==> config.mk <==
export PLATFORM = sky130hd
export DESIGN_NAME = emulador_hcsr04
export DESIGN_NICKNAME = d
export VERILOG_FILES = /design/src/rtl/emulador_hcsr04.sv
export SDC_FILE = /design/constraint.sdc
export NUM_CORES = 1
export LEC_CHECK = 0
export BUFFER_PORTS_ARGS = -buffer_cell sky130_fd_sc_hd__buf_2
export CAP_MARGIN = 0
export CORE_ASPECT_RATIO = 0.8
export CORE_MARGIN = 3
export CORE_UTILIZATION = 38
export DETAILED_ROUTE_END_ITERATION = 12
export HOLD_SLACK_MARGIN = 0.12
export PLACE_DENSITY = 0.51
export SYNTH_ARGS = -nofsm -noshare
export SYNTH_HDL_FRONTEND = slang
export SYNTH_SLANG_ARGS = --single-unit
==> constraint.sdc <==
create_clock -name clock -period 4.2 [get_ports clock]
set_input_delay 0.84 -clock clock [delete_from_list [all_inputs] [get_ports clock]]
set_output_delay 0.84 -clock clock [all_outputs]
set_load 0.005 [all_outputs]
==> src/rtl/emulador_hcsr04.sv <==
// Emulates an HC-SR04 ultrasonic sensor: validates the trigger width, waits the sensor delay,
// then drives an echo pulse whose width encodes the latched distance (or the out-of-range width).
module emulador_hcsr04 #(
  parameter int unsigned CICLOS_TRIGGER_MIN = 500,
  parameter int unsigned CICLOS_ATRASO      = 20000,
  parameter int unsigned CICLOS_POR_CM      = 2941,
  parameter int unsigned CICLOS_TIMEOUT     = 1900000
) (
  input  logic       clock,
  input  logic       reset,
  input  logic       trigger,
  input  logic [8:0] distancia,
  output logic       echo,
  output logic       pronto,
  output logic [3:0] db_estado
);

  localparam int unsigned MAX_TA = (CICLOS_TRIGGER_MIN > CICLOS_ATRASO) ?
                                   CICLOS_TRIGGER_MIN : CICLOS_ATRASO;
  localparam int unsigned MAX_C  = (MAX_TA > CICLOS_TIMEOUT) ? MAX_TA : CICLOS_TIMEOUT;
  localparam int unsigned CW_RAW = $clog2(MAX_C + 1);
  localparam int unsigned CW     = (CW_RAW < 21) ? 21 : CW_RAW;
  localparam int unsigned TW_RAW = $clog2(CICLOS_POR_CM + 1);
  localparam int unsigned TW     = (TW_RAW < 1) ? 1 : TW_RAW;
  localparam int unsigned DW     = 9;

  typedef enum logic [3:0] {
    INICIAL      = 4'b0000,
    MEDE_TRIGGER = 4'b0001,
    ATRASO       = 4'b0010,
    GERA_ECHO    = 4'b0011,
    FIM          = 4'b0100
  } estado_t;

  estado_t         estado_q;
  logic [CW-1:0]   cnt_q;
  logic [TW-1:0]   tick_q;
  logic [DW-1:0]   cm_q;
  logic [DW-1:0]   dist_q;
  logic            echo_q;
  logic            pronto_q;
  logic            dist_valida;

  // Distances the real sensor can report; anything else produces the out-of-range echo
  assign dist_valida = (dist_q >= DW'(2)) && (dist_q <= DW'(400));

  always_ff @(posedge clock) begin
    if (reset) begin
      estado_q <= INICIAL;
      cnt_q    <= '0;
      tick_q   <= '0;
      cm_q     <= '0;
      dist_q   <= '0;
      echo_q   <= 1'b0;
      pronto_q <= 1'b0;
    end else begin
      pronto_q <= 1'b0;
      case (estado_q)
        INICIAL: begin
          if (trigger) begin
            estado_q <= MEDE_TRIGGER;
            cnt_q    <= CW'(1);
          end
        end

        MEDE_TRIGGER: begin
          if (trigger) begin
            if (cnt_q < CW'(CICLOS_TRIGGER_MIN)) begin
              cnt_q <= cnt_q + CW'(1);
            end
          end else if (cnt_q >= CW'(CICLOS_TRIGGER_MIN)) begin
            estado_q <= ATRASO;
            dist_q   <= distancia;
            cnt_q    <= '0;
          end else begin
            estado_q <= INICIAL;
            cnt_q    <= '0;
          end
        end

        ATRASO: begin
          if (cnt_q == CW'(CICLOS_ATRASO - 1)) begin
            estado_q <= GERA_ECHO;
            echo_q   <= 1'b1;
            cnt_q    <= '0;
            tick_q   <= '0;
            cm_q     <= '0;
          end else begin
            cnt_q <= cnt_q + CW'(1);
          end
        end

        // In-range widths come from tick x cm counters; out-of-range uses the flat cycle counter
        GERA_ECHO: begin
          if (dist_valida) begin
            if (tick_q == TW'(CICLOS_POR_CM - 1)) begin
              tick_q <= '0;
              if (cm_q == dist_q - DW'(1)) begin
                estado_q <= FIM;
                echo_q   <= 1'b0;
                pronto_q <= 1'b1;
                cm_q     <= '0;
              end else begin
                cm_q <= cm_q + DW'(1);
              end
            end else begin
              tick_q <= tick_q + TW'(1);
            end
          end else begin
            if (cnt_q == CW'(CICLOS_TIMEOUT - 1)) begin
              estado_q <= FIM;
              echo_q   <= 1'b0;
              pronto_q <= 1'b1;
              cnt_q    <= '0;
            end else begin
              cnt_q <= cnt_q + CW'(1);
            end
          end
        end

        FIM: begin
          estado_q <= INICIAL;
        end

        default: begin
          estado_q <= INICIAL;
          echo_q   <= 1'b0;
          cnt_q    <= '0;
        end
      endcase
    end
  end

  assign echo      = echo_q;
  assign pronto    = pronto_q;
  assign db_estado = estado_q;

endmodule

==> results of run 1 <==
power by group through the flow:
stage	clock (mW)	sequential [mW]	combinational (mW)
6_report	0.373	0.536	0.0360
5_1_grt	0.402	0.536	0.0406
4_1_cts	0.390	0.536	0.0363
3_5_place_dp	0	0.548	0.0360
3_3_place_gp	0	0.548	0.0365
2_1_floorplan	0	0.546	0.0269
worst max-delay path, stage by stage, from the launching register on:
cell,delay (ps)
dfxtp_1,430
inv_1,90
ha_1,200
nor3_1,160
nand3_1,150
a31oi_1,940
nand3_1,540
or4b_1,630
a21oi_1,150
state kept, by name, summed over array words and instances (netlist names):
name / count
dist_q: 9
pronto: 1
cm_q: 9
echo: 1
tick_q: 12
cnt_q: 21
db_estado: 3
logic make-up after synthesis:
family	Yosys count
other	1
xor gates and xnor gates	34
muxes	12
buffers and inverters	36
AOI/OAI and AO/OA	76
and+or+nand+nor	181
DFF	56
adders and majority gates	8
area by class of cell:
type | count | share of cell area (%)
Clock inverter | 3 | 1.30
Multi-Input combinational cell | 312 | 58.0
Timing Repair Buffer | 18 | 2.61
Sequential cell | 56 | 30.7
Tap cell | 112 | 3.84
Inverter | 16 | 1.65
Clock buffer | 5 | 1.89
how the worst max path moves through the flow:
stage,from,endpoint,depth (start not counted),slack [ps]
floorplan,cnt_q[0]$_SDFFE_PP0P_,cnt_q[13]$_SDFFE_PP0P_,9,1970
detailed placement,trigger,cnt_q[10]$_SDFFE_PP0P_,7,830
CTS,dist_q[0]$_SDFFE_PP0P_,cnt_q[10]$_SDFFE_PP0P_,8,910
global route,dist_q[0]$_SDFFE_PP0P_,cnt_q[10]$_SDFFE_PP0P_,8,480
finish,dist_q[0]$_SDFFE_PP0P_,cnt_q[10]$_SDFFE_PP0P_,8,870
global placement,trigger,cnt_q[10]$_SDFFE_PP0P_,7,940
cells in the final DEF, fill, tap and decap left out, drive strengths merged, types with 3 or more instances in the layout:
cell type,n
a21oi,24
or4,10
nand4b,3
mux2i,12
inv,16
or2,3
o21a,3
and2,5
nand2b,3
nor4,9
and3,8
xnor2,19
nand2,24
nor2,49
or3,6
o31ai,10
ha,7
nand4,8
and4,4
nor2b,3
buf,18
xor2,15
clkbuf,5
nor3,12
a31oi,3
a211oi,8
dfxtp,56
o21ai,12
nand3,27
routing by layer:
metal / vias up / wire length (um) / GRT usage (%)
li1: 1473 / - / -
met1: 1285 / 4590 / 27.7
met2: 73 / 2940 / 21.0
met3: 5 / 536 / 3.75
met4: 0 / 48 / 3.04
met5: - / 0 / 0
==> flow_metrics.py, run 1 <==
metrics = {
    "timing": {
        "relSlewSlack_pct": 23.4,
        "setup_viol": 0,
        "worst_pin_slew_ps": 1140,
        "fmax_ghz": 0.300,
        "hold_slack_ps": 508,
        "rsz0062_at_grt": "false",
        "hold_violations": 0,
        "finalSetupTns_ps": 0,
        "finClkSkew_ps": 16.1,
        "setup_slack_ps": 866,
        "slew_violations": 0,
        "fin_crit_sh_pct": 79.4,
        "period_minus_slack_ps": 3330,
    },
    "clock_network": {
        "cts_tree": "built",
        "cts_max_path_buffers": 2,
        "clk_pin_slew_ps": 110,
        "ctsHoldBuffers": 0,
        "cts.sinks": 56,
        "ctsRootBufferMaster": "clkbuf_8",
        "cts_setup_buffers": 0,
        "post_cts_resized": 0,
        "h-tree-depth": 2,
        "cts_buffers": 5,
        "insertion_delay_ps": 320,
    },
    "critical_path": {
        "ff2ff_setup_slack_ps": 870,
        "worstReg2RegEnd": "cnt_q[10]$_SDFFE_PP0P_",
        "critPathArrivalTime_ps": 3600,
        "cp_max_fo": 13,
        "reg2reg_depth": 8,
        "r2r-start": "dist_q[0]$_SDFFE_PP0P_",
        "critPathCaptureType": "flop",
        "critPathRequiredTime_ps": 4470,
        "crit_type": "reg -> reg",
        "start_kind": "flop",
    },
    "placement": {
        "hpwl_mm": 6.01,
        "dpl-instance-area_mm2": 0.00353,
        "dp_cells": 514,
        "io_buffers": 16,
        "gp_congestion": 0.870,
        "place_ws_ps": 834,
    },
    "power_and_ir_drop": {
        "switching_share_pct": 23.3,
        "power_frac_seq_pct": 56.7,
        "powerDensity_mw_per_mm2": 259,
        "max-vdd-ir-drop_mv": 0.148,
        "p_leak_nw": 1.25,
        "clkPwrFrac_pct": 39.5,
        "switching_power_mw": 0.220,
        "pwr-share-comb_pct": 3.8,
        "p_int_mw": 0.724,
        "total_power_mw": 0.944,
    },
    "synth": {
        "synth_fa_ha_area_share_pct": 2.87,
        "netlist_area_mm2": 0.00340,
        "synth_xor_xnor_area_share_pct": 8.77,
        "synth_edf_count": 0,
        "yosys-top-cells-area": "dfxtp_1 (33%), xnor2_1 (4.9%), nor2_1 (4.4%)",
        "avgSynthCellArea_um2": 8.41,
        "synth_top_family_by_area": "simple AND/OR/NAND/NOR gates",
        "synthFlopType": "dfxtp_1",
        "synth_cells": 404,
        "synth_common_cells": "dfxtp_1 (56), nor2_1 (40), nand3_1 (26)",
        "synth_top_area_share_pct": 33.0,
        "synth_top_area_cell": "dfxtp_1",
        "synth-compound-area-share_pct": 17.0,
        "ys_seq_area_share_pct": 33.0,
        "ys_async_sr_fraction_pct": 0,
        "ys_warn_count": 0,
        "synth_cell_types": 63,
        "syn-num-nets": 423,
        "synth_most_common_cell": "dfxtp_1",
        "synth_mux_area_share_pct": 3.54,
        "synth-simple-area-share_pct": 30.0,
        "yosys_register_bits": 56,
    },
    "drt": {
        "ant_nets": 0,
        "wirelength_mm": 8.11,
        "drc": 0,
        "vias": 2836,
        "drt-vias-per-instance": 5.43,
        "wl_per_cell_um": 15.5,
        "firstDrtPassIters": 5,
        "drt_iter0_drc": 215,
    },
    "layout": {
        "drive_gt1_share_pct": 13.9,
        "seqCellArea_mm2": 0.00112,
        "nNetsFinal": 428,
        "instances_no_fill": 522,
        "final_util_pct": 42.5,
        "syn_to_final_growth_pct": 7.44,
        "nFillCells": 872,
        "design_area_mm2": 0.00365,
        "antenna_cells": 0,
        "multi_input_area_mm2": 0.00212,
    },
    "worst_hold_path": {
        "hold_path.class": "reg -> reg",
        "worstHoldEndpoint": "cm_q[8]$_SDFFE_PP0P_",
        "min_from": "cm_q[8]$_SDFFE_PP0P_",
        "holdPathStages": 2,
    },
    "run_status": {
        "status": "completed",
    },
    "global_route": {
        "grt_util_all_layers_pct": 16.6,
        "overflow": 0,
        "antenna_found_initial": 0,
        "grt_max_degree": 19,
        "grt_pass1_vias": 2631,
        "grt_pass1_wl_mm": 14.0,
    },
    "floorplanning": {
        "fp.coreArea_mm2": 0.00860,
        "die_w_um": 112,
        "start_util_pct": 39.5,
        "die_h_um": 90.6,
        "rows": 30,
        "ios": 18,
        "fp.dieArea_mm2": 0.0101,
    },
    "job": {
        "cap_violations": 0,
    },
}
Note: power is estimated with default switching activity, not from simulation.
==> run 2: changes to the inputs <==
- PLACE_DENSITY: 0.51 -> 0.53
- clock period: 4.2 -> 2.9 ns (I/O delays scaled with it)
==> run 2 against run 1 <==
Effect of this change:
- routed wire length grew 1.0%
- sequential share of layout area fell by 0.62 points
- core utilization increased by 0.87 points
- setup slack got worse by 610 ps
- count of clock-buffer cells in the layout unchanged
- register-to-register slack worse by 610 ps
==> flow_metrics.py, run 2 (synthesis results as in run 1) <==
metrics = {
    "layout": {
        "nNetsFinal": 438,
        "largest_register": "cnt_q",
        "instances_no_fill": 532,
        "antenna_cells": 0,
        "largest_reg_flops": 21,
        "top_regs": "cnt_q (21), tick_q (12)",
        "multi_input_area_mm2": 0.00212,
        "syn_to_final_growth_pct": 9.65,
        "seqCellArea_mm2": 0.00112,
        "drive_gt1_share_pct": 16.0,
        "final_cell_mix": "dfxtp_1 (56), nor2_1 (40), nand3_1 (26)",
        "nFillCells": 865,
        "final_common_cell": "dfxtp_1",
    },
    "clock_network": {
        "cts_setup_buffers": 0,
        "h-tree-depth": 2,
        "cts_buffers": 5,
        "cts_tree": "built",
        "insertion_delay_ps": 330,
        "cts.sinks": 56,
        "post_cts_resized": 0,
        "clk_pin_slew_ps": 110,
        "ctsRootBufferMaster": "clkbuf_8",
        "ctsHoldBuffers": 0,
        "cts_max_path_buffers": 2,
    },
    "global_route": {
        "grt_pass1_vias": 2627,
        "grt_util_all_layers_pct": 16.3,
        "grt_pass1_wl_mm": 13.5,
        "grt_max_degree": 19,
        "overflow": 0,
        "antenna_found_initial": 0,
    },
    "critical_path": {
        "reg2reg_depth": 7,
        "cp_max_fo": 9,
        "worstReg2RegEnd": "cm_q[7]$_SDFFE_PP0P_",
        "start_kind": "flop",
        "cp_num_buf_inv": 0,
        "cpLargestDelayFamily": "simple AND/OR/NAND/NOR gates",
        "r2r-start": "cnt_q[0]$_SDFFE_PP0P_",
        "critPathCaptureType": "flop",
        "critPathRequiredTime_ps": 3160,
        "critPathMaxStageDelay_ps": 570,
        "crit_path_top_delay_cell": "nor4_1",
        "crit_type": "reg -> reg",
        "ff2ff_setup_slack_ps": 260,
        "path_cells": "ha_1, nand4b_1, or2_2, nor4_1, o21ai_2, or4_1, a21oi_1",
        "critPathArrivalTime_ps": 2900,
    },
    "worst_hold_path": {
        "min_from": "distancia[2]",
        "hold_path.class": "in -> reg",
        "worstHoldEndpoint": "dist_q[2]$_SDFFE_PP0P_",
        "holdPathStages": 3,
    },
    "floorplanning": {
        "rows": 30,
        "fp.coreArea_mm2": 0.00860,
        "ios": 18,
        "die_h_um": 90.6,
        "fp.dieArea_mm2": 0.0101,
        "start_util_pct": 39.5,
        "die_w_um": 112,
    },
    "drt": {
        "vias": 2936,
        "drt-vias-per-instance": 5.52,
        "wl_met2_mm": 3.23,
        "top_layer": "met4",
        "wl_met3_um": 530,
        "wl_per_cell_um": 15.4,
        "wirelength_mm": 8.19,
        "met1_length_mm": 4.29,
        "firstDrtPassIters": 5,
        "drt_iter0_drc": 137,
        "ant_nets": 0,
        "drc": 0,
    },
    "power_and_ir_drop": {
        "max-vdd-ir-drop_mv": 0.184,
        "powerDensity_mw_per_mm2": 370,
        "p_leak_nw": 1.29,
    },
    "timing": {
        "worst_pin_slew_ps": 671,
        "slew_violations": 0,
        "fmax_ghz": 0.379,
        "hold_violations": 0,
        "relSlewSlack_pct": 54.9,
        "rsz0062_at_grt": "false",
        "period_minus_slack_ps": 2640,
        "setup_slack_ps": 258,
        "finClkSkew_ps": 10.9,
        "setup_viol": 0,
        "fin_crit_sh_pct": 91.1,
        "finalSetupTns_ps": 0,
    },
    "placement": {
        "io_buffers": 16,
        "gp_congestion": 0.840,
        "hpwl_mm": 6.03,
        "place_ws_ps": 294,
        "dp_cells": 524,
    },
    "run_status": {
        "status": "completed",
    },
    "job": {
        "cap_violations": 0,
    },
}
==> run 2: worst max-delay path by stage <==
stage | start | to | slack (ps) | depth (start not counted)
6_report | cnt_q[0]$_SDFFE_PP0P_ | cm_q[7]$_SDFFE_PP0P_ | 260 | 7
5_1_grt | cnt_q[0]$_SDFFE_PP0P_ | cm_q[3]$_SDFFE_PP0P_ | 80 | 7
4_1_cts | cnt_q[0]$_SDFFE_PP0P_ | cm_q[7]$_SDFFE_PP0P_ | 270 | 7
3_5_place_dp | cnt_q[0]$_SDFFE_PP0P_ | cm_q[5]$_SDFFE_PP0P_ | 290 | 7
3_3_place_gp | cnt_q[0]$_SDFFE_PP0P_ | cm_q[7]$_SDFFE_PP0P_ | 390 | 7
2_1_floorplan | cnt_q[0]$_SDFFE_PP0P_ | cnt_q[13]$_SDFFE_PP0P_ | 670 | 9
==> run 2: worst register-to-register path: cells and delay by family, from the launching register on <==
kind                     cells  cell delay (ps)
AO/OA/AOI/OAI                2              390
flip-flops                   1              390
adder cells (fa/ha/maj)      1              240
AND/OR/NAND/NOR              4             1570
==> run 2: cell type report <==
type	instances	share of cell area, %
multi-input combinational	312	56.8
clock inverter	3	1.28
timing repair buffer	28	4.57
clock buffer	5	1.85
inverter	16	1.61
tap	112	3.76
sequential	56	30.1
==> run 2: layer usage <==
layer	GRT usage, %	up-vias
li1	-	1491
met1	25.7	1360
met2	21.5	74
met3	3.42	11
met4	5.17	0
met5	0	-
==> run 2: stage by stage <==
| stage | cell area (um2) | utilization (%) | hold WS (ps) | power [mW] |
|---|---|---|---|---|
| global placement | 3610 | 42.0 | 481 | 0.851 |
| floorplan | 3400 | - | 461 | 0.830 |
| global route | 3720 | 43.3 | 495 | 1.44 |
| detailed placement | 3610 | 42.0 | 491 | 0.851 |
| finish | 3720 | 43.3 | 478 | 1.38 |
| CTS | 3720 | 43.3 | 470 | 1.40 |
==> run 2: report_power, final <==
| group | internal, mW | total [mW] | switching [mW] | leakage, nW |
|---|---|---|---|---|
| sequential | 0.771 | 0.776 | 0.00446 | 0.451 |
| clock | 0.261 | 0.546 | 0.285 | 0.0583 |
| combinational | 0.0207 | 0.0578 | 0.0370 | 0.781 |
